### config.mk
export PLATFORM = sky130hd
export DESIGN_NAME = wb_uart_tx_flat
export DESIGN_NICKNAME = d
export VERILOG_FILES = /design/src/rtl/wb_uart_tx_if.sv /design/src/rtl/wb_uart_tx.sv /design/src/flat_wrapper.sv
export SDC_FILE = /design/constraint.sdc
export NUM_CORES = 1
export LEC_CHECK = 0
export CORE_UTILIZATION = 39
export CTS_CLUSTER_DIAMETER = 40
export DETAILED_ROUTE_END_ITERATION = 7
export PLACE_DENSITY_LB_ADDON = 0.08
export SLEW_MARGIN = 20
export SYNTH_ARGS = -nofsm -noshare
export SYNTH_HDL_FRONTEND = slang
export SYNTH_SLANG_ARGS = --single-unit
export TNS_END_PERCENT = 5
### constraint.sdc
create_clock -name clk_i -period 2.8 [get_ports clk_i]
set_input_delay 0.56 -clock clk_i [delete_from_list [all_inputs] [get_ports clk_i]]
set_output_delay 0.56 -clock clk_i [all_outputs]
set_load 0.02 [all_outputs]
### src/rtl/wb_uart_tx_if.sv
// Wishbone B4 classic bus bundle for wb_uart_tx; signal names keep the original port names.
interface wb_uart_tx_if;
  logic [29:0] adr_i;
  logic [31:0] dat_i;
  logic [3:0]  sel_i;
  logic        cyc_i;
  logic        stb_i;
  logic        we_i;
  logic        ack_o;
  logic [31:0] dat_o;

  modport master (
    output adr_i, dat_i, sel_i, cyc_i, stb_i, we_i,
    input  ack_o, dat_o
  );

  modport slave (
    input  adr_i, dat_i, sel_i, cyc_i, stb_i, we_i,
    output ack_o, dat_o
  );
endinterface

### src/rtl/wb_uart_tx.sv
// Transmit-only 8N1 UART behind a Wishbone classic slave port, with a byte FIFO,
// sticky overflow flag and a transmit-done interrupt.
module wb_uart_tx #(
  parameter int unsigned CLK_DIV    = 16,
  parameter int unsigned FIFO_DEPTH = 8
) (
  input  logic         clk_i,
  input  logic         rst_i,
  wb_uart_tx_if.slave  wb,
  output logic         tx_o,
  output logic         irq_o
);
  localparam int unsigned AW = $clog2(FIFO_DEPTH);
  localparam int unsigned CW = $clog2(FIFO_DEPTH + 1);
  localparam int unsigned BW = $clog2(CLK_DIV);

  typedef enum logic [1:0] {S_IDLE, S_START, S_DATA, S_STOP} state_e;

  state_e          state_q;
  logic [BW-1:0]   baud_q;
  logic [2:0]      bit_q;
  logic [7:0]      shreg_q;
  logic            tx_q, irq_q, ack_q, ovf_q, irq_en_q;
  logic [31:0]     dat_q;
  logic [AW-1:0]   wr_ptr_q, rd_ptr_q;
  logic [CW-1:0]   count_q, count_d;
  logic            ovf_d;
  logic [7:0]      mem [FIFO_DEPTH];

  logic            access, wr_data, wr_stat, rd_stat;
  logic            fifo_empty, fifo_full, busy, pop, push;
  logic [31:0]     status;
  logic            unused_bits;

  assign unused_bits = ^{wb.adr_i[29:1], wb.dat_i[31:8], wb.sel_i[3:1]};

  always_comb begin
    access     = wb.cyc_i & wb.stb_i & ~ack_q;
    wr_data    = access & wb.we_i & ~wb.adr_i[0] & wb.sel_i[0];
    wr_stat    = access & wb.we_i &  wb.adr_i[0] & wb.sel_i[0];
    rd_stat    = access & ~wb.we_i & wb.adr_i[0];
    fifo_empty = (count_q == '0);
    fifo_full  = (count_q == CW'(FIFO_DEPTH));
    busy       = (state_q != S_IDLE);
    pop        = ~busy & ~fifo_empty;
    // A pop on the same edge frees the slot a full-FIFO push needs.
    push       = wr_data & (~fifo_full | pop);
    count_d    = count_q + CW'(push) - CW'(pop);
    ovf_d      = ovf_q;
    if (wr_stat && wb.dat_i[3]) ovf_d = 1'b0;
    if (wr_data && !push)       ovf_d = 1'b1;
    status        = '0;
    status[0]     = fifo_full;
    status[1]     = fifo_empty;
    status[2]     = busy;
    status[3]     = ovf_q;
    status[4]     = irq_en_q;
    status[15:8]  = 8'(count_q);
  end

  always_ff @(posedge clk_i) begin
    if (push) mem[wr_ptr_q] <= wb.dat_i[7:0];
  end

  always_ff @(posedge clk_i) begin
    if (rst_i) begin
      state_q  <= S_IDLE;
      baud_q   <= '0;
      bit_q    <= '0;
      shreg_q  <= '0;
      tx_q     <= 1'b1;
      irq_q    <= 1'b0;
      ack_q    <= 1'b0;
      dat_q    <= '0;
      ovf_q    <= 1'b0;
      irq_en_q <= 1'b0;
      wr_ptr_q <= '0;
      rd_ptr_q <= '0;
      count_q  <= '0;
    end else begin
      ack_q   <= access;
      dat_q   <= rd_stat ? status : '0;
      irq_q   <= irq_en_q & fifo_empty & ~busy;
      count_q <= count_d;
      ovf_q   <= ovf_d;
      if (wr_stat) irq_en_q <= wb.dat_i[4];
      if (push)    wr_ptr_q <= wr_ptr_q + AW'(1);
      if (pop)     rd_ptr_q <= rd_ptr_q + AW'(1);

      unique case (state_q)
        S_IDLE: begin
          if (pop) begin
            shreg_q <= mem[rd_ptr_q];
            tx_q    <= 1'b0;
            baud_q  <= BW'(CLK_DIV - 1);
            state_q <= S_START;
          end
        end
        S_START: begin
          if (baud_q == '0) begin
            baud_q  <= BW'(CLK_DIV - 1);
            bit_q   <= '0;
            tx_q    <= shreg_q[0];
            state_q <= S_DATA;
          end else begin
            baud_q <= baud_q - BW'(1);
          end
        end
        S_DATA: begin
          if (baud_q == '0) begin
            baud_q <= BW'(CLK_DIV - 1);
            if (bit_q == 3'd7) begin
              tx_q    <= 1'b1;
              state_q <= S_STOP;
            end else begin
              // Shift so the next bit is always at shreg_q[0].
              shreg_q <= {1'b0, shreg_q[7:1]};
              tx_q    <= shreg_q[1];
              bit_q   <= bit_q + 3'd1;
            end
          end else begin
            baud_q <= baud_q - BW'(1);
          end
        end
        S_STOP: begin
          if (baud_q == '0) begin
            baud_q  <= BW'(CLK_DIV - 1);
            state_q <= S_IDLE;
          end else begin
            baud_q <= baud_q - BW'(1);
          end
        end
        default: state_q <= S_IDLE;
      endcase
    end
  end

  assign wb.ack_o = ack_q;
  assign wb.dat_o = dat_q;
  assign tx_o     = tx_q;
  assign irq_o    = irq_q;
endmodule

### src/flat_wrapper.sv
// flat-port wrapper written by rule: the top's interface ports become plain ports
module wb_uart_tx_flat 
#(
  parameter int unsigned CLK_DIV    = 16,
  parameter int unsigned FIFO_DEPTH = 8
)
  (clk_i, rst_i, tx_o, irq_o, wb_adr_i, wb_dat_i, wb_sel_i, wb_cyc_i, wb_stb_i, wb_we_i, wb_ack_o, wb_dat_o);
  wb_uart_tx_if wb_i ();
  input  logic clk_i;
  input  logic rst_i;
  output logic tx_o;
  output logic irq_o;
  input wire logic [$bits(wb_i.adr_i)-1:0] wb_adr_i;
  input wire logic [$bits(wb_i.dat_i)-1:0] wb_dat_i;
  input wire logic [$bits(wb_i.sel_i)-1:0] wb_sel_i;
  input wire logic [$bits(wb_i.cyc_i)-1:0] wb_cyc_i;
  input wire logic [$bits(wb_i.stb_i)-1:0] wb_stb_i;
  input wire logic [$bits(wb_i.we_i)-1:0] wb_we_i;
  output wire logic [$bits(wb_i.ack_o)-1:0] wb_ack_o;
  output wire logic [$bits(wb_i.dat_o)-1:0] wb_dat_o;
  assign wb_i.adr_i = wb_adr_i;
  assign wb_i.dat_i = wb_dat_i;
  assign wb_i.sel_i = wb_sel_i;
  assign wb_i.cyc_i = wb_cyc_i;
  assign wb_i.stb_i = wb_stb_i;
  assign wb_i.we_i = wb_we_i;
  assign wb_ack_o = wb_i.ack_o;
  assign wb_dat_o = wb_i.dat_o;
  wb_uart_tx #(.CLK_DIV(CLK_DIV), .FIFO_DEPTH(FIFO_DEPTH)) u_core (.clk_i(clk_i), .rst_i(rst_i), .wb(wb_i), .tx_o(tx_o), .irq_o(irq_o));
endmodule
After elaboration in Yosys (flattened, before gate mapping):

Memories as Yosys holds them, arrays and structs flattened. A register that Yosys moved wholly into a read port is not among the register bits.
Index checks and enable logic that the tools add are counted.

* register bits after elaboration: 64
* memories kept: 1
* logic and storage cells: 98
* memory bits (writable): 64
* output and inout bits: 35

* add/subtract/negate cells: 6
* bitwise logic cells: 21
* equal/unequal tests: 11
* reductions and logical operators: 17
* muxes and demuxes: 28

Memories
* u_core.mem: words 8, width 8, rd ports 1, clocked after memory_dff 1, write ports 1, line wb_uart_tx.sv:28 `logic [7:0] mem [FIFO_DEPTH];`

Operators by type and width (count)
* 8-bit two-way mux: 3
* 8-bit one-hot mux with 2 select lines: 1
* 3-bit two-way mux: 5
* 1-bit AND: 13
* 4-bit AND reduction: 3
* 2-bit two-way mux: 5
* 2-bit by 1-bit != test with 1-bit output, second input constant: 5
* 3-bit by 1-bit adder with 3-bit output, second input constant: 3
* 4-bit zero test: 2
* 1-bit two-way mux: 8
* 4-bit two-way mux: 2
* 2-bit one-hot mux with 4 select lines: 1
* 4-bit one-hot mux with 2 select lines: 1
* 2-bit nonzero test: 4
* 1-bit inverter: 7
* 3-bit one-hot mux with 2 select lines: 1
* 5-bit AND reduction: 1
* 4-bit by 1-bit adder with 4-bit output: 1
* 2-bit == test, second input constant: 2
* 4-bit == test, second input constant: 1
* 4-bit by 1-bit subtractor with 4-bit output: 1
* 4-bit by 1-bit subtractor with 4-bit output, second input constant: 1
* 3-bit == test, second input constant: 1
* 1-bit one-hot mux with 3 select lines: 1
* other kinds (9): 10

Logic depth before layout (Yosys ltp):

Gate-level depths: netlist of run 1.

* depth in word-level cells: 9
* depth in mapped cells: 12
* mapped depth without buffers: 12

Worst setup path before layout of run 1:

Ideal clock, no wire load.

* kind: flip-flop to flip-flop
* start: reg u_core.count_q[2]
* end: mem u_core.mem[4][0], enable pin
* arrival: 2074 ps
* path slack: 343 ps
* cell stages (with the launch flop): 7
* clock period less this slack: 2457 ps
* required time: 2417 ps
* cells stage by stage: dfxtp_1 > inv_1 > ha_1 > nand2b_1 > a2111oi_4 > nand2_1 > nor3_1

* longest elaborated chain between the ends: 7

Ends and longest elaborated chain
* from (decl): line wb_uart_tx.sv:26 `logic [CW-1:0] count_q, count_d;`
* from (signal assigned): line wb_uart_tx.sv:84 `count_q <= count_d;`
* 4-bit zero test: line wb_uart_tx.sv:42 `fifo_empty = (count_q == '0);`
* 1-bit inverter: line wb_uart_tx.sv:45 `pop = ~busy & ~fifo_empty;`
* 1-bit AND: line wb_uart_tx.sv:45
* 1-bit bitwise OR *: line wb_uart_tx.sv:47 `push = wr_data & (~fifo_full | pop);`
* 1-bit AND *: line wb_uart_tx.sv:47
* via u_core.push: line wb_uart_tx.sv:31 `logic fifo_empty, fifo_full, busy, pop, push;`
* 1-bit two-way mux *: line wb_uart_tx.sv:62 `if (push) mem[wr_ptr_q] <= wb.dat_i[7:0];`
* 1-bit two-way mux (implied by the code) *: line wb_uart_tx.sv:62
* to (decl): line wb_uart_tx.sv:28

The timed path passes the listed nets; every way through them passes the cells marked *.

Worst setup path after layout of run 1:

* start: reg u_core.count_q[2]
* end: reg u_core.count_q[2]

* longest elaborated chain between the ends: 7

Ends and longest elaborated chain
* 4-bit zero test: line wb_uart_tx.sv:42
* 1-bit inverter: line wb_uart_tx.sv:45
* 1-bit AND: line wb_uart_tx.sv:45
* 1-bit bitwise OR: line wb_uart_tx.sv:47
* 1-bit AND: line wb_uart_tx.sv:47
* 4-bit by 1-bit adder with 4-bit output: line wb_uart_tx.sv:48 `count_d = count_q + CW'(push) - CW'(pop);`
* 4-bit by 1-bit subtractor with 4-bit output *: line wb_uart_tx.sv:48

Every way passes the cells marked *; elsewhere a longest branch is shown, timed or not.
A chain may end at the register's enable or synchronous reset.

==> metrics.md, run 1 <==
| Metric | Value |
|---|---|
| Hold Path Class | `register to register` |
| Crit share post-route | `91.5%` |
| Outcome | `finished, violations left` |
| Count of pins over their slew limit | `0` |
| Nets | `between 400 and 500` |
| Routed wl met2 | `4.25 mm` |
| Setup Total Neg Slack | `0 ps` |
| Hold slack | `455 ps` |
| Crit-path cells | `inv_1 > ha_2 > or3b_2 > nand2_1 > inv_1 > ha_1 > inv_1 > ha_1 > inv_1 > fa_1 > xor2_1 > nor2_1` |
| Top Family by Delay on Critical Path | `adder cells` |
| Final setup fails | `0` |
| Number of routed nets with antenna violations | `0` |
| Highest metal used | `met4` |
| Post-DR wirelength/cell | `15.8 microns` |
| Area grow syn2layout | `17.1%` |
| Post-synth EDFFs | `64` |
| Number of max-cap violations | `0` |
| Die area | `0.0123 sq mm` |
| Syn Area/Cell | `around 13 sq um` |
| Pwr/cell area | `858 mW/mm^2` |
| Worst Max-Slew Pin Slew | `644 ps` |
| Seq/Total Area, Yosys | `60.5%` |
| Initial drt markers | `169` |
| Asr flop ratio synth | `0%` |
| Initial antenna violation count | `0` |
| Hold Vio Cnt, Final | `0` |
| Clk_skew | `9.58 ps` |
| Starting Density | `40.2%` |
| Main synth FF type | `edfxtp_1` |
| Worst VDD drop | `0.854 mV` |
| Worst path most repeated cell | `inv_1` |
| CP required | `between 3000 and 4000 ps` |
| Worst setup EP type | `register` |
| # hold bufs at CTS | `0` |
| Post-synth design cell area | `0.00463 sq mm` |
| CTS tree | `yes` |
| CP peak stage delay | `520 ps` |
| Critical Path Fanout Max | `6` |
| GP Congestion | `a little over 0.7` |
| Buf+Inv Stages, Crit Path | `4` |
| Worst path arrival time | `2800 ps` |
| Synth Warn # | `0` |
| Core Rows | `39` |
| Leak | `slightly below 0.002 uW` |
| CTS Sinks | `108` |
| Post-Route M1 WL | `4.05 mm` |
| WL final | `8.81 mm` |
| Wire length on met3 | `between 300 and 400 microns` |
| #FFs+latches synth | `between 100 and 150` |
| Slowest stage cell on the critical path | `or3b_2` |
| Worst-skew pair later-pin latency | `350 ps` |
| Fill cell count | `1,045` |
| Ratio of cells with drive above 1 in the final layout | `12.1%` |
| Drt pass-1 iters | `6` |
| Clock transition at path regs | `around 70 ps` |
| RSZ-0062 raised after global routing | `false` |
| Commonest non-fill, non-tap cells in the layout | `edfxtp_1 (64), dfxtp_1 (44), nor2_1 (29)` |
| F_max | `390 MHz` |
| Grt ovf | `0` |
| DRC viols | `10` |
| Clk buf depth | `2` |
| Chip width | `111 microns` |
| TritonCTS Buffers | `9` |
| Global Route Usage Sum | `approximately 16%` |
| H-tree levels | `3` |
| Post-layout min period | `2560 ps` |
| Syn Inst Count | `around 370` |
| Antenna diodes | `0` |
| Distinct cell type count after synthesis | `52` |
| Slew headroom | `a little under three fifths` |
| First-pass GRT wire length | `14.4 mm` |
| Root Driver | `clkbuf_16` |
| DR vias | `roughly 2,800` |
| Number of I/O pins | `106` |
| WS Path Type | `register to register` |
| Failing checks | `DRC` |
| Die Y-Extent | `around 110 microns` |
| Detail Placement HPWL | `~6 mm` |
| Crit path launch type | `register` |
| Vias in the first global route | `2,684` |
| Commonest non-fill, non-tap cell in the layout | `edfxtp_1` |
| Core Area | `0.0115 sq mm` |
| Largest net degree at the start of global routing | `20` |
| IO Port Bufs | `26` |
| Number of vias per cell | `5.00` |
[cells in the mapped netlist (2+ instances only)]
master	number	share of area, %
o31ai_1	2	0.32
xnor2_1	2	0.38
mux4_2	4	1.9
a211oi_1	2	0.32
nand2_1	23	1.9
xor2_1	3	0.57
buf_2	4	0.43
ha_1	15	4.1
mux2_2	3	0.73
edfxtp_1	64	41
o311ai_0	2	0.38
nor3_1	3	0.32
nor2_1	29	2.3
nand3_1	10	1.1
clkbuf_1	6	0.49
nand2b_1	5	0.68
buf_4	23	3.7
a21oi_1	7	0.76
inv_1	14	1.1
nor3b_1	2	0.32
o21ai_0	9	0.97
dfxtp_1	44	19
mux2i_1	26	5.6
and3_1	2	0.27
nor2b_1	6	0.81
o221ai_1	6	1.1
a22oi_1	15	2.4
and2_1	10	1.4
[stage by stage]
stage,util (%),cells,power [uW],area [sq um],worst slack (ps)
floorplan,-,387,2920,4720,343
global placement,44.0,540,3210,5070,209
detailed placement,44.0,540,3220,5070,251
CTS,47.1,556,4710,5420,200
global route,47.1,556,4930,5430,25.7
finish,47.1,556,4660,5430,239
[per-layer routing]
| metal | vias up | track usage, % |
|---|---|---|
| met1 | 1339 | 19.9 |
| met5 | - | 0 |
| li1 | 1382 | - |
| met4 | 0 | 5.57 |
| met3 | 7 | 4.59 |
| met2 | 52 | 25.5 |
[worst paths after layout]
path / startpoint / end / slack, ps / depth (start not counted)
max: u_core.count_q[2] / u_core.count_q[2] / 240 / 12
min: u_core.count_q[2] / u_core.wb.dat_o[10] / 450 / 1
max reg2reg: u_core.count_q[2] / u_core.count_q[2] / 240 / 12
min reg2reg: u_core.count_q[2] / u_core.wb.dat_o[10] / 450 / 1
[flip-flops by register name, indices dropped and copies added (netlist names), 2 cells and up, named ones only]
name / flops
u_core.rd_ptr_q: 3
u_core.mem: 64
u_core.baud_q: 4
u_core.bit_q: 3
u_core.wr_ptr_q: 3
u_core.count_q: 4
u_core.shreg_q: 8
u_core.wb.dat_o: 9
u_core.state_q: 2
[final cells by class]
cell class / instances / area [sq um] / share of cell area [%]
Tap cell: 143 / 179 / 3.30
Sequential cell: 108 / 2800 / 51.6
Timing Repair Buffer: 44 / 395 / 7.29
Clock buffer: 9 / 225 / 4.15
Inverter: 14 / 52.6 / 0.968
Multi-Input combinational cell: 231 / 1640 / 30.3
Clock inverter: 7 / 128 / 2.35
[timing repair]
action                                  in CTS  in global routing
gates resized for setup                      0                  1
hold endpoints to repair                     0                  0
buffers inserted                             0                  0
endpoints found under the setup margin       0                  1
[where the power goes]
part           internal, uW  switching (uW)  total [uW]
logic                   563             691        1250
clock network           888             585        1470
registers              1810             116        1930
total                  3270            1390        4660
[cell families (layout without fill, tap and decap cells)]
group | after synthesis | count (layout) | share of synthesized area, %
muxes | 33 | 33 | 8.29
and+or+nand+nor | 99 | 99 | 10.9
other | 1 | 23 | 0.0809
xor gates and xnor gates | 5 | 5 | 0.945
adders and majority gates | 16 | 16 | 4.48
buffers and inverters | 48 | 74 | 5.86
DFF | 108 | 108 | 60.5
AOI/OAI and AO/OA | 55 | 55 | 8.94
(Power assumes the default switching activity.)
==> run 2, diff against run 1 <==
--- a/config.mk
+++ b/config.mk
@@ -8,7 +8,6 @@
 export CORE_UTILIZATION = 39
 export CTS_CLUSTER_DIAMETER = 40
 export DETAILED_ROUTE_END_ITERATION = 7
-export PLACE_DENSITY_LB_ADDON = 0.08
 export SLEW_MARGIN = 20
 export SYNTH_ARGS = -nofsm -noshare
 export SYNTH_HDL_FRONTEND = slang
==> metrics.md, run 2 (synthesis results as in run 1) <==
| Metric | Value |
|---|---|
| Worst VDD drop | `0.391 mV (was 0.854 mV)` |
| Number of vias per cell | `4.99 (was 5.00)` |
| Critical Path Fanout Max | `4 (was 6)` |
| Fill cell count | `1,028 (was 1,045)` |
| Switching power | `1370 uW (was 1390 uW)` |
| Leak | `0.00192 uW (was 0.00194 uW)` |
| Antenna diodes | `0 (unchanged)` |
| Area used by multi-input combinational logic | `0.00164 sq mm (about the same)` |
| Post-layout min period | `2480 ps (was 2560 ps)` |
| Setup Total Neg Slack | `0 ps (unchanged)` |
| Fin cells | `556 (unchanged)` |
| Chip width | `111 microns (unchanged)` |
| IO Port Bufs | `26 (unchanged)` |
| CTS Sinks | `108 (unchanged)` |
| Top Family by Delay on Critical Path | `adder cells (unchanged)` |
| Outcome | `finished, violations left (unchanged)` |
| Initial antenna violation count | `0 (unchanged)` |
| Flop2flop setup slack | `320 ps (was 240 ps)` |
| Count of pins over their slew limit | `0 (unchanged)` |
| Grt ovf | `0 (unchanged)` |
| Worst path arrival time | `2720 ps (was 2800 ps)` |
| DRC viols | `17 (was 10)` |
| Post-DR wirelength/cell | `15.3 microns (was 15.8 microns)` |
| Core Rows | `39 (unchanged)` |
| Detail Placement HPWL | `5.73 mm (was 5.88 mm)` |
| Top reg by flops | `u_core.mem (unchanged)` |
| Commonest non-fill, non-tap cell in the layout | `edfxtp_1 (unchanged)` |
| Hold slack | `455 ps (about the same)` |
| CP peak stage delay | `480 ps (was 520 ps)` |
| Hold Path Class | `register to register (unchanged)` |
| Clock transition at path regs | `70 ps (about the same)` |
| Die Y-Extent | `111 microns (unchanged)` |
| Root Driver | `clkbuf_16 (unchanged)` |
| Area grow syn2layout | `15.9% (was 17.1%)` |
| Worst Max-Slew Pin Slew | `795 ps (was 644 ps)` |
| CP required | `3040 ps (about the same)` |
| Die area | `0.0123 sq mm (unchanged)` |
| Largest register FFs | `64 (unchanged)` |
| F_max | `402 MHz (was 390 MHz)` |
| Global Route Usage Sum | `15.0% (was 15.7%)` |
| Crit-path cells | `inv_1 > ha_1 > or3b_2 > nand2_1 > inv_1 > ha_1 > inv_1 > ha_1 > inv_1 > fa_1 > xor2_1 > nor2_1 (was inv_1 > ha_2 > or3b_2 > nand2_1 > inv_1 > ha_1 > inv_1 > ha_1 > inv_1 > fa_1 > xor2_1 > nor2_1)` |
| Clk_skew | `8.07 ps (was 9.58 ps)` |
| Logic pwr share | `27.5% (was 26.9%)` |
| Buf+Inv Stages, Crit Path | `4 (unchanged)` |
| Final Worst Setup Slack | `316 ps (was 239 ps)` |
| Nets | `495 (unchanged)` |
| Post-CTS setup repair buffer count | `0 (unchanged)` |
| CTS tree | `yes (unchanged)` |
| Final setup fails | `0 (unchanged)` |
| H-tree levels | `3 (unchanged)` |
| WL final | `8.52 mm (was 8.81 mm)` |
| Flop pwr share | `43.9% (was 41.5%)` |
| Core Area | `0.0115 sq mm (unchanged)` |
| Hold Vio Cnt, Final | `0 (unchanged)` |
| WS Path Type | `register to register (unchanged)` |
| Drt pass-1 iters | `6 (unchanged)` |
| Dpl cells | `540 (unchanged)` |
| Crit path launch type | `register (unchanged)` |
| Initial drt markers | `133 (was 169)` |
| Number of I/O pins | `106 (unchanged)` |
| Number of max-cap violations | `0 (unchanged)` |
| RSZ-0062 raised after global routing | `false (unchanged)` |
| Clk buf depth | `2 (unchanged)` |
| Pwr/cell area | `829 mW/mm^2 (was 858 mW/mm^2)` |
| Worst setup EP type | `register (unchanged)` |
| Slew headroom | `46.9% (was 56.9%)` |
| Commonest non-fill, non-tap cells in the layout | `edfxtp_1 (64), dfxtp_1 (44), nor2_1 (29) (unchanged)` |
| Int Pwr | `3080 uW (was 3270 uW)` |
| Net Sw Frac | `30.8% (was 29.9%)` |
| Crit share post-route | `88.7% (was 91.5%)` |
| Ratio of cells with drive above 1 in the final layout | `11.4% (was 12.1%)` |
| CTS resizes | `0 (unchanged)` |
| Slowest stage cell on the critical path | `or3b_2 (unchanged)` |
| GP Congestion | `0.745 (was 0.714)` |
| Storage element area | `0.00280 sq mm (unchanged)` |
| First-pass GRT wire length | `14.0 mm (was 14.4 mm)` |
| Vias in the first global route | `2,733 (was 2,684)` |
| TritonCTS Buffers | `9 (unchanged)` |
| Number of routed nets with antenna violations | `0 (unchanged)` |
| Worst-skew pair later-pin latency | `350 ps (about the same)` |
| Clock Power Share | `28.6% (was 31.6%)` |
| Post-Place Setup Slack | `171 ps (was 251 ps)` |
| DR vias | `2,775 (was 2,780)` |
| Failing checks | `DRC (unchanged)` |
| Largest net degree at the start of global routing | `23 (was 20)` |
| Worst path most repeated cell | `inv_1 (unchanged)` |
| Final core utilization | `46.6% (was 47.1%)` |
| Starting Density | `40.2% (unchanged)` |
| # hold bufs at CTS | `0 (unchanged)` |
==> run 2: cell count changes in the layout (fill, tap and decap cells not counted), sizes merged <==
cell / delta
bufinv: -2
clkbuf: +1
clkinv: +2
inv: -1
==> run 2: cell type report <==
type / count / share of cell area, %
Multi-Input combinational cell: 231 / 30.6
Tap cell: 143 / 3.33
Clock inverter: 6 / 1.33
Inverter: 14 / 0.978
Timing Repair Buffer: 44 / 7.36
Clock buffer: 10 / 4.26
Sequential cell: 108 / 52.2
==> run 2: final timing paths <==
check                     from             endpoint  depth (start not counted)
max          u_core.count_q[2]    u_core.count_q[2]                         12
min          u_core.count_q[2]  u_core.wb.dat_o[10]                          1
max reg2reg  u_core.count_q[2]    u_core.count_q[2]                         12
min reg2reg  u_core.count_q[2]  u_core.wb.dat_o[10]                          1
==> run 2: stage by stage <==
step / area [sq um] / total power [uW]
2_1_floorplan: 4720 / 2920
3_3_place_gp: 5070 / 3210
3_5_place_dp: 5070 / 3220
4_1_cts: 5370 / 4500
5_1_grt: 5370 / 4730
6_report: 5370 / 4450
==> run 2: layer usage <==
metal | GRT usage [%] | part of all wire (%) | vias to the layer above
met1 | 18.7 | 46 | 1313
li1 | - | - | 1377
met4 | 7.58 | 3.0 | 0
met3 | 4.21 | 4.7 | 12
met5 | 0 | 0 | -
met2 | 23.8 | 47 | 73
==> run 2: power groups by stage <==
stage / clock, uW / sequential [uW] / combinational [uW]
floorplan: 0 / 1930 / 984
global placement: 0 / 1990 / 1220
detailed placement: 0 / 1990 / 1230
CTS: 1310 / 1960 / 1240
global route: 1360 / 1980 / 1390
finish: 1270 / 1950 / 1230
